<file path="config.mk">
export PLATFORM = sky130hd
export DESIGN_NAME = channel_tx
export DESIGN_NICKNAME = d
export VERILOG_FILES = /design/src/rtl/yas_router_pkg.sv /design/src/rtl/pkt_credit_cnt.sv /design/src/rtl/channel_tx.sv
export SDC_FILE = /design/constraint.sdc
export NUM_CORES = 1
export LEC_CHECK = 0
export BUFFER_PORTS_ARGS = -buffer_cell sky130_fd_sc_hd__buf_2
export CORE_UTILIZATION = 56
export DETAILED_ROUTE_END_ITERATION = 10
export GPL_TIMING_DRIVEN = 0
export PLACE_DENSITY = 0.79
export SLEW_MARGIN = 15
export SYNTH_ARGS = -nofsm -noshare
export SYNTH_HDL_FRONTEND = slang
export SYNTH_SLANG_ARGS = --single-unit
</file>
<file path="constraint.sdc">
create_clock -name clk -period 2.8 [get_ports clk]
set_clock_uncertainty 0.1 [all_clocks]
set_input_delay 0.14 -clock clk [delete_from_list [all_inputs] [get_ports clk]]
set_output_delay 0.14 -clock clk [all_outputs]
set_load 0.05 [all_outputs]
</file>
<file path="src/rtl/yas_router_pkg.sv">
// Shared definitions for the router transmit path: data/length widths,
// header field positions and the transmit FSM state encoding.
package yas_router_pkg;

  localparam int unsigned DATA_WIDTH = 8;
  localparam int unsigned DATA_SIZE  = 6;

  localparam int unsigned ADDR_MSB = 7;
  localparam int unsigned ADDR_LSB = 6;
  localparam int unsigned LEN_MSB  = 5;
  localparam int unsigned LEN_LSB  = 0;

  typedef enum logic [1:0] {
    IDLE    = 2'd0,
    HDR     = 2'd1,
    PAYLOAD = 2'd2,
    GAP     = 2'd3
  } tx_state_e;

endpackage

</file>
<file path="src/rtl/pkt_credit_cnt.sv">
// Up/down counter of packets committed to the FIFO but not yet sent.
// Saturates at both ends; sat flags the all-ones value.
module pkt_credit_cnt #(
  parameter int unsigned WIDTH = 7
) (
  input  logic             clk,
  input  logic             rst,
  input  logic             inc,
  input  logic             dec,
  output logic [WIDTH-1:0] count,
  output logic             nonzero,
  output logic             sat
);

  localparam logic [WIDTH-1:0] MAX = '1;

  always_ff @(posedge clk or posedge rst) begin
    if (rst) begin
      count <= '0;
    end else if (inc && !dec) begin
      if (count != MAX) count <= count + WIDTH'(1);
    end else if (dec && !inc) begin
      if (count != '0) count <= count - WIDTH'(1);
    end
  end

  assign nonzero = (count != '0);
  assign sat     = (count == MAX);

endmodule

</file>
<file path="src/rtl/channel_tx.sv">
// Packet transmitter: drains committed packets from a fall-through FIFO and
// presents them byte by byte on a req/ack output port.
module channel_tx #(
  parameter int unsigned DATA_WIDTH    = yas_router_pkg::DATA_WIDTH,
  parameter int unsigned DATA_SIZE     = yas_router_pkg::DATA_SIZE,
  parameter int unsigned PKT_CNT_WIDTH = 7
) (
  input  logic                  clk,
  input  logic                  rst,
  input  logic                  pkt_commit,
  input  logic [DATA_WIDTH-1:0] fifo_data,
  input  logic                  fifo_empty,
  output logic                  fifo_pop,
  output logic [DATA_WIDTH-1:0] data_out,
  output logic                  data_out_req,
  input  logic                  data_out_ack,
  output logic                  busy,
  output logic                  pkt_sent
);
  import yas_router_pkg::*;

  tx_state_e              state, state_next;
  logic [DATA_WIDTH-1:0]  data_q, data_next;
  logic                   req_q, req_next;
  logic [DATA_SIZE-1:0]   rem_q, rem_next;
  logic                   sent_q, sent_next;
  logic                   busy_q, busy_next;
  logic                   pop;

  logic [PKT_CNT_WIDTH-1:0] pkt_cnt;
  logic                     cnt_nonzero;
  logic                     cnt_sat;

  pkt_credit_cnt #(.WIDTH(PKT_CNT_WIDTH)) u_credit (
    .clk     (clk),
    .rst     (rst),
    .inc     (pkt_commit),
    .dec     (state == GAP),
    .count   (pkt_cnt),
    .nonzero (cnt_nonzero),
    .sat     (cnt_sat)
  );

  always_ff @(posedge clk or posedge rst) begin
    if (rst) begin
      state  <= IDLE;
      data_q <= '0;
      req_q  <= 1'b0;
      rem_q  <= '0;
      sent_q <= 1'b0;
      busy_q <= 1'b0;
    end else begin
      state  <= state_next;
      data_q <= data_next;
      req_q  <= req_next;
      rem_q  <= rem_next;
      sent_q <= sent_next;
      busy_q <= busy_next;
    end
  end

  // rem counts payload bytes not yet acknowledged, including the one on data_out.
  // req_q=0 outside IDLE/GAP means a stall waiting on the FIFO for the next byte.
  always_comb begin
    state_next = state;
    data_next  = data_q;
    req_next   = req_q;
    rem_next   = rem_q;
    sent_next  = 1'b0;
    pop        = 1'b0;
    unique case (state)
      IDLE: begin
        if (cnt_nonzero && !fifo_empty) begin
          pop        = 1'b1;
          data_next  = fifo_data;
          req_next   = 1'b1;
          rem_next   = fifo_data[LEN_LSB +: DATA_SIZE];
          state_next = HDR;
        end
      end
      HDR: begin
        if (req_q && data_out_ack) begin
          if (rem_q == '0) begin
            req_next   = 1'b0;
            sent_next  = 1'b1;
            state_next = GAP;
          end else if (!fifo_empty) begin
            pop        = 1'b1;
            data_next  = fifo_data;
            state_next = PAYLOAD;
          end else begin
            req_next = 1'b0;
          end
        end else if (!req_q && !fifo_empty) begin
          pop        = 1'b1;
          data_next  = fifo_data;
          req_next   = 1'b1;
          state_next = PAYLOAD;
        end
      end
      PAYLOAD: begin
        if (req_q && data_out_ack) begin
          rem_next = rem_q - DATA_SIZE'(1);
          if (rem_q == DATA_SIZE'(1)) begin
            req_next   = 1'b0;
            sent_next  = 1'b1;
            state_next = GAP;
          end else if (!fifo_empty) begin
            pop       = 1'b1;
            data_next = fifo_data;
          end else begin
            req_next = 1'b0;
          end
        end else if (!req_q && !fifo_empty) begin
          pop       = 1'b1;
          data_next = fifo_data;
          req_next  = 1'b1;
        end
      end
      GAP: begin
        state_next = IDLE;
      end
    endcase
    busy_next = (state_next != IDLE);
  end

  assign fifo_pop     = pop;
  assign data_out     = data_q;
  assign data_out_req = req_q;
  assign busy         = busy_q;
  assign pkt_sent     = sent_q;

  // A commit with the counter full and no completion that cycle loses a packet.
  a_no_commit_overflow: assert property (@(posedge clk) disable iff (rst)
    !(pkt_commit && cnt_sat && (state != GAP)));

  a_busy_has_credit: assert property (@(posedge clk) disable iff (rst)
    (state != IDLE) |-> (pkt_cnt != '0));

endmodule

</file>
==> results of run 1 <==
-- cell usage after synthesis (2+ instances only) --
cell | instances | area share [%]
mux2i_1 | 3 | 1.8
a21oi_1 | 18 | 5.4
o21ai_0 | 9 | 2.7
dfrtp_1 | 26 | 39
nor2b_1 | 2 | 0.75
nand4_1 | 3 | 1.1
ha_1 | 13 | 9.7
xnor2_1 | 4 | 2.1
inv_1 | 9 | 2.0
nand2_1 | 9 | 2.0
nand3_1 | 8 | 2.4
clkbuf_1 | 2 | 0.45
nand2b_1 | 4 | 1.5
nor2_1 | 9 | 2.0
a21o_2 | 2 | 1.0
a21o_1 | 2 | 0.90
mux2_2 | 11 | 7.4
nor3_1 | 3 | 0.90
-- logic make-up (layout without fill, tap and decap cells) --
kind of cell	Yosys count	count (layout)	synth area share [%]
AO/OA/AOI/OAI	48	48	20.03
XOR/XNOR	5	5	2.616
adder cells (fa/ha/maj)	14	14	10.91
buffers and inverters	13	49	3.214
flip-flops	26	26	38.86
multiplexers	14	14	9.193
AND/OR/NAND/NOR	46	46	15.17
-- worst max-delay path by stage --
stage	startpoint	endpoint	slack [ns]	cells past startpoint
after floorplan	state[0]$_DFF_PP0_	fifo_pop	0.09	6
after global placement	state[0]$_DFF_PP0_	u_credit.count[6]$_DFFE_PP0P_	-0.008	9
after detailed placement	state[0]$_DFF_PP0_	u_credit.count[6]$_DFFE_PP0P_	-0.08	9
after CTS	state[0]$_DFF_PP0_	u_credit.count[6]$_DFFE_PP0P_	0.06	8
after global routing	state[0]$_DFF_PP0_	fifo_pop	0.03	7
final	state[0]$_DFF_PP0_	u_credit.count[6]$_DFFE_PP0P_	0.18	8
-- tightest hold or removal path, stage by stage --
cell	delay (ns)
buf_2	0.14
o22a_1	0.17
a41oi_1	0.13
-- where the power goes --
| group | switching (mW) | internal [mW] |
|---|---|---|
| combinational | 0.946 | 0.650 |
| sequential | 0.191 | 0.567 |
| clock | 0.110 | 0.145 |
-- layer usage --
layer,routed length [µm],part of all wire (%),vias to the layer above
met5,0,0,-
met4,63,1.9,0
met3,121,3.6,8
met2,1696,50,38
met1,1499,44,679
li1,-,-,670
-- flip-flops by register name, indices dropped and copies added (netlist names) --
register        cells
busy                1
data_out            8
data_out_req        1
pkt_sent            1
rem_q               6
state               2
u_credit.count      7
-- final cells by class --
| type | instances | share of cell area [%] |
|---|---|---|
| plain buffers | 3 | 0.8217 |
| clock buffers | 3 | 1.138 |
| clock inverters | 1 | 1.517 |
| inverters | 9 | 1.707 |
| multi-input cells | 127 | 49.37 |
| flip-flops and latches | 26 | 32.87 |
| well taps | 31 | 1.960 |
| repair buffers | 33 | 10.62 |
-- repair_timing --
item                                    CTS  global route
hold buffers                              9             0
endpoints found under the hold margin    34             0
cloned                                    0             0
gates resized for setup                   1             1
endpoints found under the setup margin    1             1
==> impl_metrics.csv, run 1 <==
group,metric,value,unit
setup_path,critPathKind,"register to register",
timing,relSlewSlack,37.17,%
timing,setup_tns,0,ns
grt,use_met1,31.43,%
synth,synth_edf_count,0,
run,drv.max_cap_violation_count,0,
setup_path,reg2reg_depth,8,
outcome,status,"complete, but fails checks",
setup_path,cp.arrival,2.77,ns
synth,synth_cells,166,
cts,tritoncts,"built",
place,place_area,1833,µm²
timing,tightest_slew,0.9366,ns
synth,yosysUniqueCellTypes,47,
timing,fmax,0.3824,GHz
detailed_routing,vias_per_cell,5.987,
cts,cts.sinks,26,
grt,grt_max_degree,27,
setup_path,crit_family,"simple AND/OR/NAND/NOR gates",
floorplan,fp.dieArea,3212,µm²
timing,maxSlewViolCount,0,
pwr,ir_drop,0.0007280,V
detailed_routing,vias,1395,
floorplan,die_w,56.68,µm
timing,layout_setup_ws,0.1847,ns
place,dp.cells,221,
floorplan,core_region_area,2805,µm²
detailed_routing,drc_errors,2,
grt,grt_pass1_wl,6085,µm
cts,cts_buffers,3,
detailed_routing,dr.pass1.iters,7,
pwr,leakagePower,0.8674,nW
cts,clk_path_buf_depth,2,
finish,drive_gt1_share,26.24,%
grt,grt_overflow,0,
floorplan,initial_utilization,59.68,%
finish,antenna_cells,0,
finish,final-seq-area,650.6,µm²
floorplan,boundaryPins,25,
min_path,min_to,"data_out_req$_DFFE_PP0P_",
finish,multiInputGateArea,977.2,µm²
timing,fin_crit,2.615,ns
place,place_ws,-0.08152,ns
cts,cts-root-buf,"clkbuf_4",
synth,syn_nets,193,
synth,yosys_warnings,0,
setup_path,cpMaxStageDelayCell,"dfrtp_1",
detailed_routing,wl_per_cell,14.52,µm
finish,layout_common_cells,"dfrtp_1, buf_2, a21oi_1",
finish,final_common_cell,"dfrtp_1",
floorplan,rows,19,
finish,fin_util,70.56,%
setup_path,cp-end-kind,"register",
detailed_routing,drtIter0Drc,85,
grt,grt_pass1_vias,1405,
finish,final_net_count,230,
finish,area_growth,18.24,%
timing,setup_viol,0,
grt,antenna_found_initial,0,
place,gp_congestion,0.8561,
setup_path,reg2reg_from,"state[0]$_DFF_PP0_",
timing,hold_viol,0,
synth,synth_seq_cells,26,
pwr,power,2.609,mW
setup_path,path_max_fanout,11,
place,port_buffers,24,
timing,whs,0.1855,ns
setup_path,worst_path_largest_cell_delay,0.46,ns
synth,seq_area_frac_synth,38.86,%
timing,grt_setup_unrepaired,"false",
setup_path,r2r_end,"u_credit.count[6]$_DFFE_PP0P_",
cts,htree_levels,1,
synth,syn-mean-instance-area,10.08,µm²
grt,use_met2,41.16,%
floorplan,die_y,56.68,µm
setup_path,cp.required,2.96,ns
min_path,holdCritPathClass,"primary input to register",
outcome,violations,"DRC",
setup_path,rrSetupSlack,0.18,ns
synth,async_flop_share,100.0,%
timing,finalCritPeriodShare,93.40,%
setup_path,path_cells,"ha_1, nand2b_4, fa_1, a21oi_1, o21ai_0, or4_1, nand4_1, xnor2_1",
min_path,min_from,"fifo_empty",
synth,synth_area,1674,µm²
synth,synth_ff_type,"dfrtp_1",
grt,grt_usage,24.22,%
grt,grt_use_met3,2.304,%
setup_path,cp-start-kind,"register",
grt,grt_busiest_layer,"met2",
cts,clk_pin_slew,0.14,ns
detailed_routing,wl,3382,µm
finish,num-fill-cells,227,
setup_path,worst-path-buf-inv,0,
detailed_routing,antenna_left,0,
finish,finalNonFillerCells,233,
min_path,min_delay_path_depth,3,
finish,finalInstanceArea,1979,µm²
cts,clk_latency,0.32,ns
place,dp_hpwl,2355,µm
cts,post_cts_buffers,0,
pwr,power_density,1318,nW/µm²
No activity file was read; power rests on OpenSTA's default activity.
==> run 2: changes to the inputs <==
ABC_AREA = 1   (was default)
CORE_UTILIZATION = 57   (was 56)
==> impl_metrics.csv, run 2 <==
group,metric,value,unit
outcome,status,"complete, but fails checks",
outcome,violations,"DRC",
finish,final_net_count,299,
cts,clk_path_buf_depth,2,
synth,synth_commonest_cells,"nand2_1, dfrtp_1, nand3_1",
detailed_routing,vias,1583,
timing,relSlewSlack,36.07,%
synth,synth_edf_count,0,
min_path,min_from,"fifo_empty",
finish,finalNonFillerCells,302,
cts,clk_pin_slew,0.14,ns
setup_path,critPathLaunch,"state[0]$_DFF_PP0_",
place,gp_congestion,0.9149,
synth,yosysMostFrequentCell,"nand2_1",
place,dp_hpwl,2584,µm
min_path,holdCritPathClass,"primary input to register",
grt,grt_pass1_vias,1514,
cts,clk_latency,0.32,ns
synth,synth_area_leaders,"dfrtp_1, nand2_1, ha_1",
synth,synth_top_cell_by_area,"dfrtp_1",
pwr,power_density,1291,nW/µm²
detailed_routing,dr.pass1.iters,7,
cts,htree_levels,1,
cts,cts-root-buf,"clkbuf_4",
timing,setup_tns,0,ns
floorplan,fp.dieArea,3290,µm²
floorplan,die_w,57.36,µm
run,drv.max_cap_violation_count,0,
cts,cts.sinks,26,
synth,syn-mean-instance-area,7.464,µm²
finish,largest_reg_flops,8,
timing,fmax,0.4534,GHz
grt,grt_max_degree,27,
setup_path,path_max_fanout,8,
detailed_routing,wl,3523,µm
timing,tightest_slew,0.9579,ns
detailed_routing,drc_errors,2,
synth,yosysUniqueCellTypes,23,
finish,area_growth,16.33,%
cts,tritoncts,"built",
timing,hold_viol,0,
detailed_routing,wl_per_cell,11.67,µm
timing,layout_setup_ws,0.5942,ns
floorplan,initial_utilization,61.74,%
pwr,leakagePower,1.105,nW
grt,grt_pass1_wl,6320,µm
place,port_buffers,24,
synth,seq_area_frac_synth,37.25,%
floorplan,boundaryPins,25,
synth,synth_cells,234,
place,dp.cells,289,
timing,grt_setup_unrepaired,"false",
finish,layout_common_cells,"nand2_1, buf_2, dfrtp_1",
place,place_ws,0.6060,ns
floorplan,die_y,57.36,µm
pwr,ir_drop,0.0006008,V
setup_path,cp.arrival,2.34,ns
setup_path,cp-end-kind,"register",
timing,finalCritPeriodShare,78.78,%
timing,maxSlewViolCount,0,
synth,async_flop_share,100.0,%
grt,grt_usage,24.77,%
setup_path,path_cells,"ha_1, inv_2, nand2_1, fa_1, nand3_1, nand2_1, nand3_1, nand2_1, nand2_1, nand2_1, nand2_1, nand2_1",
finish,drive_gt1_share,17.71,%
cts,cts_buffers,3,
setup_path,reg2reg_from,"state[0]$_DFF_PP0_",
grt,grt_overflow,0,
setup_path,cpMostUsedCell,"nand2_1",
synth,synth_ff_type,"dfrtp_1",
synth,synth_seq_cells,26,
synth,yosys_warnings,0,
setup_path,worst_path_largest_cell_delay,0.47,ns
timing,fin_crit,2.206,ns
setup_path,cp-start-kind,"register",
cts,post_cts_buffers,0,
floorplan,rows,19,
synth,yosys.area.top_type_share,37.25,%
detailed_routing,antenna_left,0,
detailed_routing,drtIter0Drc,85,
synth,syn_nets,261,
grt,antenna_found_initial,0,
synth,synth_area,1747,µm²
setup_path,cp.required,2.93,ns
detailed_routing,vias_per_cell,5.242,
finish,final_common_cell,"nand2_1",
finish,antenna_cells,0,
timing,setup_viol,0,
setup_path,cpMaxStageDelayCell,"fa_1",
setup_path,critPathKind,"register to register",
floorplan,core_region_area,2829,µm²
## run 2: changes by cell type after synthesis, moves of 3 or more
cell,change
inv_2,+4
nand2_1,+68
o21ai_2,+5
a21oi_1,-10
nand2_2,+4
mux2_2,-11
nor3_1,-3
nand3_1,+15
nor2_1,+4
mux2i_1,-3
o21ai_0,+10
nand2b_1,-4
inv_1,+11
## run 2: worst paths after layout
kind                                                 endpoint  slack [ns]  cells after the start
min in group asynchronous       u_credit.count[6]$_DFFE_PP0P_        0.47                      3
max in group asynchronous             data_out[1]$_DFFE_PP0P_        1.56                      3
worst min-delay path                 data_out_req$_DFFE_PP0P_        0.19                      6
worst min register to register        data_out[2]$_DFFE_PP0P_        0.41                      2
worst max register to register  u_credit.count[6]$_DFFE_PP0P_        0.59                     12
worst max-delay path            u_credit.count[6]$_DFFE_PP0P_        0.59                     12
## run 2: cell type report
| class | instances | area, µm² |
|---|---|---|
| Buffer | 3 | 21.27 |
| Clock buffer | 4 | 36.28 |
| Fill cell | 239 | 797.0 |
| Inverter | 24 | 90.09 |
| Multi-Input combinational cell | 181 | 984.7 |
| Sequential cell | 26 | 650.6 |
| Tap cell | 31 | 38.79 |
| Timing Repair Buffer | 33 | 210.2 |
## run 2: cell families (layout without fill, tap and decap cells)
| kind of cell | Yosys count | in the layout | synth area share [%] |
|---|---|---|---|
| and+or+nand+nor | 125 | 125 | 30.95 |
| adders and majority gates | 14 | 14 | 10.46 |
| DFF | 26 | 26 | 37.25 |
| xor gates and xnor gates | 6 | 6 | 3.009 |
| buffers and inverters | 27 | 64 | 6.375 |
| AOI/OAI and AO/OA | 36 | 36 | 11.96 |
## run 2: power by group
group,total [mW],internal (mW),switching [mW]
clock,0.190,0.0796,0.111
sequential,0.715,0.566,0.149
combinational,1.72,0.582,1.14
total,2.62,1.23,1.40
## run 2: layer usage
| metal | part of all wire [%] | GRT usage, % | vias to the layer above |
|---|---|---|---|
| met3 | 3.6 | 2.494 | 5 |
| met1 | 46 | 30.79 | 708 |
| met5 | 0 | 0 | - |
| met4 | 1.6 | 10.80 | 0 |
| met2 | 49 | 43.52 | 39 |
| li1 | - | - | 831 |
## run 2: critical path, delay by kind of cell (launching register included)
| family | cells | cell delay, ns |
|---|---|---|
| buf+inv | 1 | 0.11 |
| fa+ha+maj | 2 | 0.70 |
| flops | 1 | 0.45 |
| simple gates | 9 | 0.77 |
## run 2: metrics by stage
stage                     hold WS (ns)  total power, mW  instance area (µm²)  util (%)
after floorplan                0.08002            2.093                 1747         -
after global placement          0.2475            2.390                 1906     67.36
after detailed placement        0.2499            2.431                 1906     67.36
after CTS                       0.1751            2.633                 2032     71.83
after global routing            0.2310            2.904                 2032     71.83
final                           0.1874            2.624                 2032     71.83
## run 2: what timing repair did
item                       in CTS  in global routing
resized for setup               0                  0
hold endpoints to repair       34                  0
hold buffers                    9                  0
setup endpoints to repair       0                  0
